File: src/rtl/mem_ctrl_pkg.sv
// Shared types for the byte-serial load/store controller.
// Holds the FSM state encoding, the req_size encodings and a helper
// that maps a size code to its transfer length in bytes.
package mem_ctrl_pkg;

  typedef enum logic [1:0] {
    ST_IDLE = 2'd0,
    ST_XFER = 2'd1,
    ST_DONE = 2'd2
  } state_e;

  // req_size encodings; code 3 is treated as a word as well
  localparam logic [1:0] SZ_BYTE = 2'd0;
  localparam logic [1:0] SZ_HALF = 2'd1;
  localparam logic [1:0] SZ_WORD = 2'd2;

  // Number of byte transfers a request of the given size needs
  function automatic logic [2:0] size_bytes(input logic [1:0] sz);
    case (sz)
      SZ_BYTE: return 3'd1;
      SZ_HALF: return 3'd2;
      default: return 3'd4;
    endcase
  endfunction

endpackage

File: src/rtl/mem_rd_assembler.sv
// Load-data assembler: collects read bytes into little-endian lanes, then zero/sign extends.
// Latency: a byte is visible on rdata the cycle after its capture edge; extension is combinational.
// Backpressure: none; capture is driven purely by the controller FSM.
module mem_rd_assembler
  import mem_ctrl_pkg::*;
(
  input  logic        clk,
  input  logic        reset,
  input  logic        clr,
  input  logic        cap_en,
  input  logic [1:0]  lane,
  input  logic [7:0]  cap_byte,
  input  logic [1:0]  size,
  input  logic        sext,
  output logic [31:0] rdata
);

  logic [31:0] cap_q;
  logic [31:0] cap_d;

  // Next lane contents: cleared on a new request, one lane written per read byte
  always_comb begin
    cap_d = cap_q;
    if (clr) begin
      cap_d = 32'd0;
    end else if (cap_en) begin
      cap_d[{lane, 3'b000} +: 8] = cap_byte;
    end
  end

  // Lane register; cleared by reset so resp_rdata reads zero immediately
  always_ff @(posedge clk or negedge reset) begin
    if (!reset) begin
      cap_q <= 32'd0;
    end else begin
      cap_q <= cap_d;
    end
  end

  // Width extension of the captured bytes; unread upper bytes never leak through
  always_comb begin
    rdata = cap_q;
    case (size)
      SZ_BYTE: rdata = sext ? {{24{cap_q[7]}}, cap_q[7:0]}
                            : {24'd0, cap_q[7:0]};
      SZ_HALF: rdata = sext ? {{16{cap_q[15]}}, cap_q[15:0]}
                            : {16'd0, cap_q[15:0]};
      default: rdata = cap_q;
    endcase
  end

endmodule

File: src/rtl/mem_access_ctrl.sv
// Byte-serial load/store controller: splits byte/half/word requests into byte memory accesses.
// Latency: N+1 cycles from accept edge to resp_valid (N = 1/2/4 bytes); one request per N+2 cycles.
// Backpressure: req_ready only in IDLE; optional sign extension via MEM_ACCESS_SIGN_EXT_EN.
module mem_access_ctrl
  import mem_ctrl_pkg::*;
#(
  parameter int MEM_AW = 4
) (
  input  logic        clk,
  input  logic        reset,
  input  logic        req_valid,
  output logic        req_ready,
  input  logic        req_write,
  input  logic [1:0]  req_size,
  input  logic [31:0] req_addr,
  input  logic [31:0] req_wdata,
`ifdef MEM_ACCESS_SIGN_EXT_EN
  input  logic        req_signed,
`endif
  output logic        resp_valid,
  output logic [31:0] resp_rdata,
  output logic        mem_write,
  output logic        mem_read,
  output logic [31:0] mem_addr,
  output logic [7:0]  mem_wdata,
  input  logic [7:0]  mem_rdata
);

  // Low address bits that wrap; the upper bits of the base pass through untouched
  localparam logic [31:0] LO_MASK = (32'd1 << MEM_AW) - 32'd1;

  state_e      state_q, state_d;
  logic [1:0]  idx_q, idx_d;
  logic        write_q, write_d;
  logic [1:0]  size_q, size_d;
  logic [31:0] addr_q, addr_d;
  logic [31:0] wdata_q, wdata_d;
  logic        signed_q, signed_d;

  logic        req_signed_i;
  logic        accept;
  logic        cap_en;
  logic        last_byte;
  logic [31:0] xfer_addr;

`ifdef MEM_ACCESS_SIGN_EXT_EN
  assign req_signed_i = req_signed;
`else
  // Without the feature every load zero-extends
  assign req_signed_i = 1'b0;
`endif

  // Address of the current byte and end-of-transfer detection
  always_comb begin
    xfer_addr = (addr_q & ~LO_MASK) | ((addr_q + {30'd0, idx_q}) & LO_MASK);
    last_byte = ({1'b0, idx_q} == (size_bytes(size_q) - 3'd1));
  end

  // FSM next state, request latching and memory-side outputs
  always_comb begin
    state_d    = state_q;
    idx_d      = idx_q;
    write_d    = write_q;
    size_d     = size_q;
    addr_d     = addr_q;
    wdata_d    = wdata_q;
    signed_d   = signed_q;
    req_ready  = 1'b0;
    resp_valid = 1'b0;
    mem_write  = 1'b0;
    mem_read   = 1'b0;
    mem_addr   = 32'd0;
    mem_wdata  = 8'd0;
    accept     = 1'b0;
    cap_en     = 1'b0;

    case (state_q)
      ST_IDLE: begin
        req_ready = 1'b1;
        if (req_valid) begin
          accept   = 1'b1;
          write_d  = req_write;
          size_d   = req_size;
          addr_d   = req_addr;
          wdata_d  = req_wdata;
          signed_d = req_signed_i;
          idx_d    = 2'd0;
          state_d  = ST_XFER;
        end
      end

      ST_XFER: begin
        mem_addr = xfer_addr;
        if (write_q) begin
          mem_write = 1'b1;
          mem_wdata = 8'(wdata_q >> {idx_q, 3'b000});
        end else begin
          mem_read = 1'b1;
          cap_en   = 1'b1;
        end
        if (last_byte) begin
          idx_d   = 2'd0;
          state_d = ST_DONE;
        end else begin
          idx_d = idx_q + 2'd1;
        end
      end

      ST_DONE: begin
        resp_valid = 1'b1;
        state_d    = ST_IDLE;
      end

      default: begin
        state_d = ST_IDLE;
        idx_d   = 2'd0;
      end
    endcase
  end

  // State and latched-request registers; reset aborts any transfer in flight
  always_ff @(posedge clk or negedge reset) begin
    if (!reset) begin
      state_q  <= ST_IDLE;
      idx_q    <= 2'd0;
      write_q  <= 1'b0;
      size_q   <= SZ_BYTE;
      addr_q   <= 32'd0;
      wdata_q  <= 32'd0;
      signed_q <= 1'b0;
    end else begin
      state_q  <= state_d;
      idx_q    <= idx_d;
      write_q  <= write_d;
      size_q   <= size_d;
      addr_q   <= addr_d;
      wdata_q  <= wdata_d;
      signed_q <= signed_d;
    end
  end

  // Load data lanes and extension; cleared on every accept so stores respond with zero
  mem_rd_assembler u_rd_asm (
    .clk      (clk),
    .reset    (reset),
    .clr      (accept),
    .cap_en   (cap_en),
    .lane     (idx_q),
    .cap_byte (mem_rdata),
    .size     (size_q),
    .sext     (signed_q),
    .rdata    (resp_rdata)
  );

endmodule

File: config.mk
export PLATFORM = sky130hd
export DESIGN_NAME = mem_access_ctrl
export DESIGN_NICKNAME = d
export VERILOG_FILES = /design/src/rtl/mem_ctrl_pkg.sv /design/src/rtl/mem_rd_assembler.sv /design/src/rtl/mem_access_ctrl.sv
export SDC_FILE = /design/constraint.sdc
export NUM_CORES = 1
export LEC_CHECK = 0
export BUFFER_PORTS_ARGS = -buffer_cell sky130_fd_sc_hd__buf_2
export CORE_MARGIN = 1.5
export CORE_UTILIZATION = 28
export CTS_BUF_LIST = sky130_fd_sc_hd__clkbuf_8
export CTS_CLUSTER_DIAMETER = 100
export CTS_CLUSTER_SIZE = 30
export DETAILED_ROUTE_END_ITERATION = 8
export PLACE_DENSITY = 0.58
export RECOVER_POWER = 50
export SLEW_MARGIN = 10
export SYNTH_ARGS = -nofsm -noshare
export SYNTH_HDL_FRONTEND = slang
export SYNTH_SLANG_ARGS = --single-unit
File: constraint.sdc
create_clock -name clk -period 3.7 [get_ports clk]
set_input_delay 0.185 -clock clk [delete_from_list [all_inputs] [get_ports clk]]
set_output_delay 0.185 -clock clk [all_outputs]
set_load 0.01 [all_outputs]
==> qor.yml, run 1 <==
timing:
  tightestPinTransition_ns: 1.50
  setup-tns-final_ns: 0
  clock_skew_ns: 0.0147
  maxClockFrequency_ghz: 0.379
  worst_slack_ns: 1.06
  slew_violations: 6
  finalCriticalPeriod_ns: 2.64
  timing.slew.headroom: -0.00459
  period_share: 0.713
  final-hold-violation-count: 0
  grt_setup_unrepaired: "no"
  final_setup_viols: 0
synthesis:
  syn-num-nets: 440
  synth_area_leader_cell: "sky130_fd_sc_hd__dfrtp_1"
  syn-instance-count: 354
  yosysMostFrequentCell: "sky130_fd_sc_hd__dfrtp_1"
  synth_edf_count: 0
  post_synth_and_or_nand_nor_area_fraction: 0.124
  top_area_cells_in_the_synthesized_netlist: "sky130_fd_sc_hd__dfrtp_1 53%, sky130_fd_sc_hd__mux2_2 15%, sky130_fd_sc_hd__and2_1 6.1%"
  yosys.area_share.xor_xnor: 0.00721
  synth.ff_latch_count: 103
  yosys-mux-area-fraction: 0.190
  synthAdderAreaFrac: 0.0221
  synth-warning-count: 0
  synthDominantCellAreaShare: 0.531
  netlist_area_um2: 4860
  synth_top_cells_by_count: "103 x sky130_fd_sc_hd__dfrtp_1, 66 x sky130_fd_sc_hd__mux2_2, 47 x sky130_fd_sc_hd__and2_1"
  synthDistinctLibCells: 40
  synth-compound-area-share: 0.0822
  synth_ff_type: "sky130_fd_sc_hd__dfrtp_1"
  ys_async_sr_fraction: 1.00
  avgSynthCellArea_um2: 13.7
  synth_top_family_by_area: "multiplexers"
  synth_seq_area_share: 0.531
hold_path:
  worstHoldStart: "req_wdata[23]"
  timing.hold.worst_endpoint: "wdata_q[23]"
  min_delay_path_depth: 2
  hold_class: "in2reg"
clocking:
  ctsRootBufferMaster: "sky130_fd_sc_hd__clkbuf_8"
  clock_tree.buffer_depth: 2
  postCtsResizedCells: 0
  htreeDepth: 3
  worst_setup_hold_path_clk_slew_ns: 0.11
  clk_latency_ns: 0.39
  cts_inserted_buffers: 9
  tritoncts: "yes"
  cts_num_sinks: 103
setup_path:
  worstPathRequired_ns: 3.97
  launch_point_of_the_worst_reg_to_reg_path: "state_q[0]"
  r2r_setup_slack_ns: 1.06
  cp.arrival_ns: 2.91
  crit-reg2reg-capture: "addr_q[27]"
  rr_worst_depth: 3
  critical_path_peak_fanout: 69
  worstSetupEndpointType: "flip-flop"
  critical_path.startpoint_type: "flip-flop"
  timing.setup.critical_path_class: "reg2reg"
cells_and_area:
  area.growth.synth_to_final_pct: 23.7
  drive_gt1_frac: 0.473
  seq_area_um2: 2580
  fin_area_um2: 6010
  layout.nets: 591
  n_antenna_cell: 0
  multi_input_area_um2: 2060
  num-fill-cells: 1663
  post-route-util: 0.359
  finalNonFillerCells: 729
detailed_routing:
  post_detailed_route_count_of_antenna_violating_nets: 0
  via_count: 3365
  drtPass1Iterations: 4
  drt_wl_total_mm: 11.9
  routedWlPerCell_um: 16.3
  drc: 0
  initialDrtViolationCount: 108
  detailed_route_vias_per_instance: 4.62
global_route:
  first_pass_grt_wire_length_mm: 19.2
  gr-max-usage-layer: "met2"
  grt_max_degree: 70
  grt_util_all_layers: 0.137
  grt_use_met3: 0.0330
  grt.met1_usage: 0.178
  antenna_found_initial: 0
  groute.layer.met2.usage: 0.221
  overflow_left_after_global_routing: 0
  via_count_of_the_first_global_routing_pass: 3571
die:
  core_area_um2: 16800
  top_level_ports: 154
  dieWidth_um: 135
  design.die.area_um2: 18200
  std_cell_rows: 47
  fp.dieH_um: 135
  initial_core_util: 0.290
run:
  timing.max_cap.violations: 1
power_and_ir_drop:
  peakVddDrop_mv: 0.314
  power.static_leakage_uw: 0.00284
  power_density_nw_per_um2: 767
outcome:
  status: "finished with violations"
  violations_in_the_final_reports: "capacitance limit, slew limit"
placed_design:
  dp_cells: 704
  dp_worst_setup_slack_ns: 1.17
  place.gp.congestion: 0.727
  detailedPlacementHpwl_mm: 8.64
  portBuffers: 153
  place_area_um2: 5770
==> metal layers <==
metal  vias to the layer above  wire length, µm  part of all wire
met5                         -                0                 0
met4                         0              262             0.022
met3                        18              772             0.065
met2                       114             5710              0.48
met1                      1670             5150              0.43
li1                       1563                -                 -
==> critical path, cell delays in order (launching register included) <==
cell,delay (ns)
sky130_fd_sc_hd__dfrtp_1,0.46
sky130_fd_sc_hd__nor3b_1,1.20
sky130_fd_sc_hd__buf_12,0.43
sky130_fd_sc_hd__mux2_2,0.38
==> stage by stage <==
stage | total power (µW) | hold WS, ns
floorplan | 3350 | -0.111
global route | 4970 | 0.00503
detailed placement | 4000 | 0.122
finish | 4610 | 0.0205
CTS | 4710 | 0.000364
global placement | 3930 | 0.124
==> cell usage in the layout, fill, tap and decap left out, types with 2 or more instances in the layout <==
cell type                         n
sky130_fd_sc_hd__a21oi_1          3
sky130_fd_sc_hd__a22o_1          24
sky130_fd_sc_hd__a31oi_4          2
sky130_fd_sc_hd__a32o_1           8
sky130_fd_sc_hd__and2_0          12
sky130_fd_sc_hd__and2_1          35
sky130_fd_sc_hd__and3_1           8
sky130_fd_sc_hd__buf_2          138
sky130_fd_sc_hd__buf_4            3
sky130_fd_sc_hd__clkbuf_1        15
sky130_fd_sc_hd__clkbuf_2         2
sky130_fd_sc_hd__clkbuf_8        10
sky130_fd_sc_hd__clkinv_4         2
sky130_fd_sc_hd__dfrtp_1        103
sky130_fd_sc_hd__dlygate4sd3_1   10
sky130_fd_sc_hd__ha_1             7
sky130_fd_sc_hd__inv_1            4
sky130_fd_sc_hd__inv_6            2
sky130_fd_sc_hd__mux2_2          66
sky130_fd_sc_hd__mux4_2           8
sky130_fd_sc_hd__nand2_1          2
sky130_fd_sc_hd__nand2b_1         2
sky130_fd_sc_hd__nand3_1          2
sky130_fd_sc_hd__nor2_1           5
sky130_fd_sc_hd__nor2b_1          9
sky130_fd_sc_hd__nor3_1           2
sky130_fd_sc_hd__nor4_4           2
sky130_fd_sc_hd__o21ai_0          2
sky130_fd_sc_hd__xnor2_1          2
sky130_fd_sc_hd__xor2_1           2
==> worst max-delay path by stage <==
stage	to	startpoint
2_1_floorplan	u_rd_asm.cap_q[24]	idx_q[1]
3_3_place_gp	u_rd_asm.cap_q[31]	idx_q[1]
3_5_place_dp	u_rd_asm.cap_q[29]	idx_q[1]
4_1_cts	u_rd_asm.cap_q[29]	idx_q[1]
5_1_grt	addr_q[20]	reset
6_report	addr_q[27]	state_q[0]
==> power breakdown <==
group          switching [µW]  leakage, µW  internal (µW)
Clock                     415    0.0000893            267
Combinational            1010      0.00146           1060
Sequential                314      0.00128           1550
Total                    1740      0.00284           2870
==> sequential cells by signal, summed over array words and instances, names as in the netlist <==
name,count
addr_q,32
u_rd_asm.cap_q,32
write_q,1
idx_q,2
wdata_q,32
size_q,2
state_q,2
==> timing repair <==
item | CTS | global route
hold buffers | 10 | 0
hold endpoints to repair | 35 | 0
buffers inserted | 0 | 0
==> kinds of logic after synthesis <==
kind of cell | after synthesis
DFF | 103
adders and majority gates | 8
xor gates and xnor gates | 4
AOI/OAI and AO/OA | 44
and+or+nand+nor | 88
buffers and inverters | 33
muxes | 74
==> final cells by class <==
cell class	count	area share
timing repair buffer	169	0.150
clock inverter	5	0.00708
multi-input combinational	218	0.343
sequential	103	0.429
tap	220	0.0458
clock buffer	10	0.0229
inverter	4	0.00250
Note: power is estimated with default switching activity, not from simulation.
==> run 2: changes to the inputs <==
==> constraint.sdc (replaced) <==
create_clock -name clk -period 2.65 [get_ports clk]
set_input_delay 0.1325 -clock clk [delete_from_list [all_inputs] [get_ports clk]]
set_output_delay 0.1325 -clock clk [all_outputs]
set_load 0.01 [all_outputs]
==> qor.yml, run 2 (synthesized netlist as in run 1, its figures left out) <==
clocking:
  cts_num_sinks: 103  # unchanged
  worst_setup_hold_path_clk_slew_ns: 0.11  # about the same
  clock_tree.buffer_depth: 2  # unchanged
  cts_setup_buffers: 0  # unchanged
  tritoncts: "yes"  # unchanged
  ctsRootBufferMaster: "sky130_fd_sc_hd__clkbuf_8"  # unchanged
  clk_latency_ns: 0.39  # about the same
  cts_inserted_buffers: 9  # unchanged
  htreeDepth: 3  # unchanged
global_route:
  antenna_found_initial: 0  # unchanged
  via_count_of_the_first_global_routing_pass: 3767  # was 3571
  overflow_left_after_global_routing: 0  # unchanged
  grt_util_all_layers: 0.145  # was 0.137
  first_pass_grt_wire_length_mm: 20.0  # was 19.2 mm
  grt_max_degree: 57  # was 70
power_and_ir_drop:
  power_density_nw_per_um2: 993  # was 767 nW/µm²
  peakVddDrop_mv: 0.435  # was 0.314 mV
  power.static_leakage_uw: 0.00314  # was 0.00284 µW
setup_path:
  timing.setup.critical_path_class: "reg2reg"  # unchanged
  cp_cell_sequence: "nor3b_1, clkbuf_1, mux2_2"  # was nor3b_1, buf_12, mux2_2
  r2r_setup_slack_ns: 0.37  # was 1.06 ns
  critical_path.startpoint_type: "flip-flop"  # unchanged
  critPathMaxStageDelay_ns: 0.80  # was 1.20 ns
  critical_path_peak_fanout: 18  # was 69
  cp_max_delay_cell: "sky130_fd_sc_hd__clkbuf_1"  # was sky130_fd_sc_hd__nor3b_1
  worstPathRequired_ns: 2.92  # was 3.97 ns
  cp.arrival_ns: 2.55  # was 2.91 ns
  worstSetupEndpointType: "flip-flop"  # unchanged
detailed_routing:
  drtPass1Iterations: 4  # unchanged
  via_count: 3632  # was 3365
  initialDrtViolationCount: 108  # unchanged
  post_detailed_route_count_of_antenna_violating_nets: 0  # unchanged
  detailed_route_vias_per_instance: 4.60  # was 4.62
  drt_wl_total_mm: 12.6  # was 11.9 mm
  drc: 0  # unchanged
  routedWlPerCell_um: 15.9  # was 16.3 µm
timing:
  finalCriticalPeriod_ns: 2.28  # was 2.64 ns
  final_setup_viols: 0  # unchanged
  timing.slew.headroom: 0.211  # was -0.00459
  clock_skew_ns: 0.0154  # was 0.0147 ns
  slew_violations: 0  # was 6
  final-hold-violation-count: 0  # unchanged
  setup-tns-final_ns: 0  # unchanged
  period_share: 0.861  # was 0.713
  tightestPinTransition_ns: 1.18  # was 1.50 ns
  grt_setup_unrepaired: "no"  # unchanged
  worst_slack_ns: 0.368  # was 1.06 ns
  maxClockFrequency_ghz: 0.438  # was 0.379 GHz
hold_path:
  hold_class: "in2reg"  # unchanged
die:
  initial_core_util: 0.290  # unchanged
  std_cell_rows: 47  # unchanged
  top_level_ports: 154  # unchanged
  core_area_um2: 16800  # unchanged
  design.die.area_um2: 18200  # unchanged
  dieWidth_um: 135  # unchanged
  fp.dieH_um: 135  # unchanged
placed_design:
  dp_worst_setup_slack_ns: 0.501  # was 1.17 ns
  detailedPlacementHpwl_mm: 8.66  # was 8.64 mm
  portBuffers: 153  # unchanged
  place.gp.congestion: 0.760  # was 0.727
cells_and_area:
  most-common-layout-cells: "142 x sky130_fd_sc_hd__buf_2, 103 x sky130_fd_sc_hd__dfrtp_1, 68 x sky130_fd_sc_hd__dlygate4sd3_1"  # was 138 x sky130_fd_sc_hd__buf_2, 103 x sky130_fd_sc_hd__dfrtp_1, 66 x sky130_fd_sc_hd__mux2_2
  area.growth.synth_to_final_pct: 36.7  # was 23.7%
  reg_top3: "addr_q: 32 flops, u_rd_asm.cap_q: 32 flops, wdata_q: 32 flops"  # unchanged
  drive_gt1_frac: 0.435  # was 0.473
  final_common_cell: "sky130_fd_sc_hd__buf_2"  # unchanged
  n_antenna_cell: 0  # unchanged
  layout.nets: 652  # was 591
outcome:
  status: "complete, no violations"  # was finished with violations
run:
  timing.max_cap.violations: 0  # was 1
-- run 2: where the power goes --
group | switching [µW] | internal (µW) | total, µW
registers | 384 | 2160 | 2540
clock network | 583 | 449 | 1030
logic | 1480 | 1540 | 3020
-- run 2: layer usage --
layer | vias up | routed length, µm | GRT usage
met5 | - | 0 | 0
li1 | 1690 | - | -
met4 | 0 | 245 | 0.0597
met1 | 1807 | 5380 | 0.179
met2 | 117 | 6180 | 0.241
met3 | 18 | 748 | 0.0368
-- run 2: worst paths after layout --
| path | start | endpoint | cells past startpoint |
|---|---|---|---|
| min reg2reg | u_rd_asm.cap_q[21] | u_rd_asm.cap_q[21] | 1 |
| max in group asynchronous | reset | addr_q[7] | 3 |
| max reg2reg | state_q[0] | addr_q[11] | 3 |
| min in group asynchronous | reset | wdata_q[2] | 2 |
| max | state_q[0] | addr_q[11] | 3 |
| min | mem_rdata[0] | u_rd_asm.cap_q[0] | 2 |
-- run 2: final cells by class --
type / instances / area (µm²)
clock buffer: 9 / 124
clock inverter: 6 / 76.3
fill: 1610 / 10100
inverter: 4 / 15.0
multi-input combinational: 218 / 2060
sequential: 103 / 2580
tap: 220 / 275
timing repair buffer: 230 / 1510
-- run 2: repair_timing --
item	CTS	global route
gates resized for setup	0	0
hold endpoints to repair	114	0
hold buffers	68	0
-- run 2: critical path: cells and delay by family, from the launching register on --
kind,cells,cell delay (ns)
flops,1,0.46
mux,1,0.42
buf+inv,1,0.80
simple gates,1,0.48
-- run 2: through the flow --
step	util	total power (µW)	cells	hold slack, ns	cell area, µm²
finish	0.396	6600	790	0.0433	6640
global route	0.396	7080	790	0.0268	6640
CTS	0.399	6750	790	0.0195	6690
detailed placement	0.346	5620	707	0.192	5800
global placement	0.346	5500	707	0.189	5800
floorplan	-	4680	354	-0.163	4860
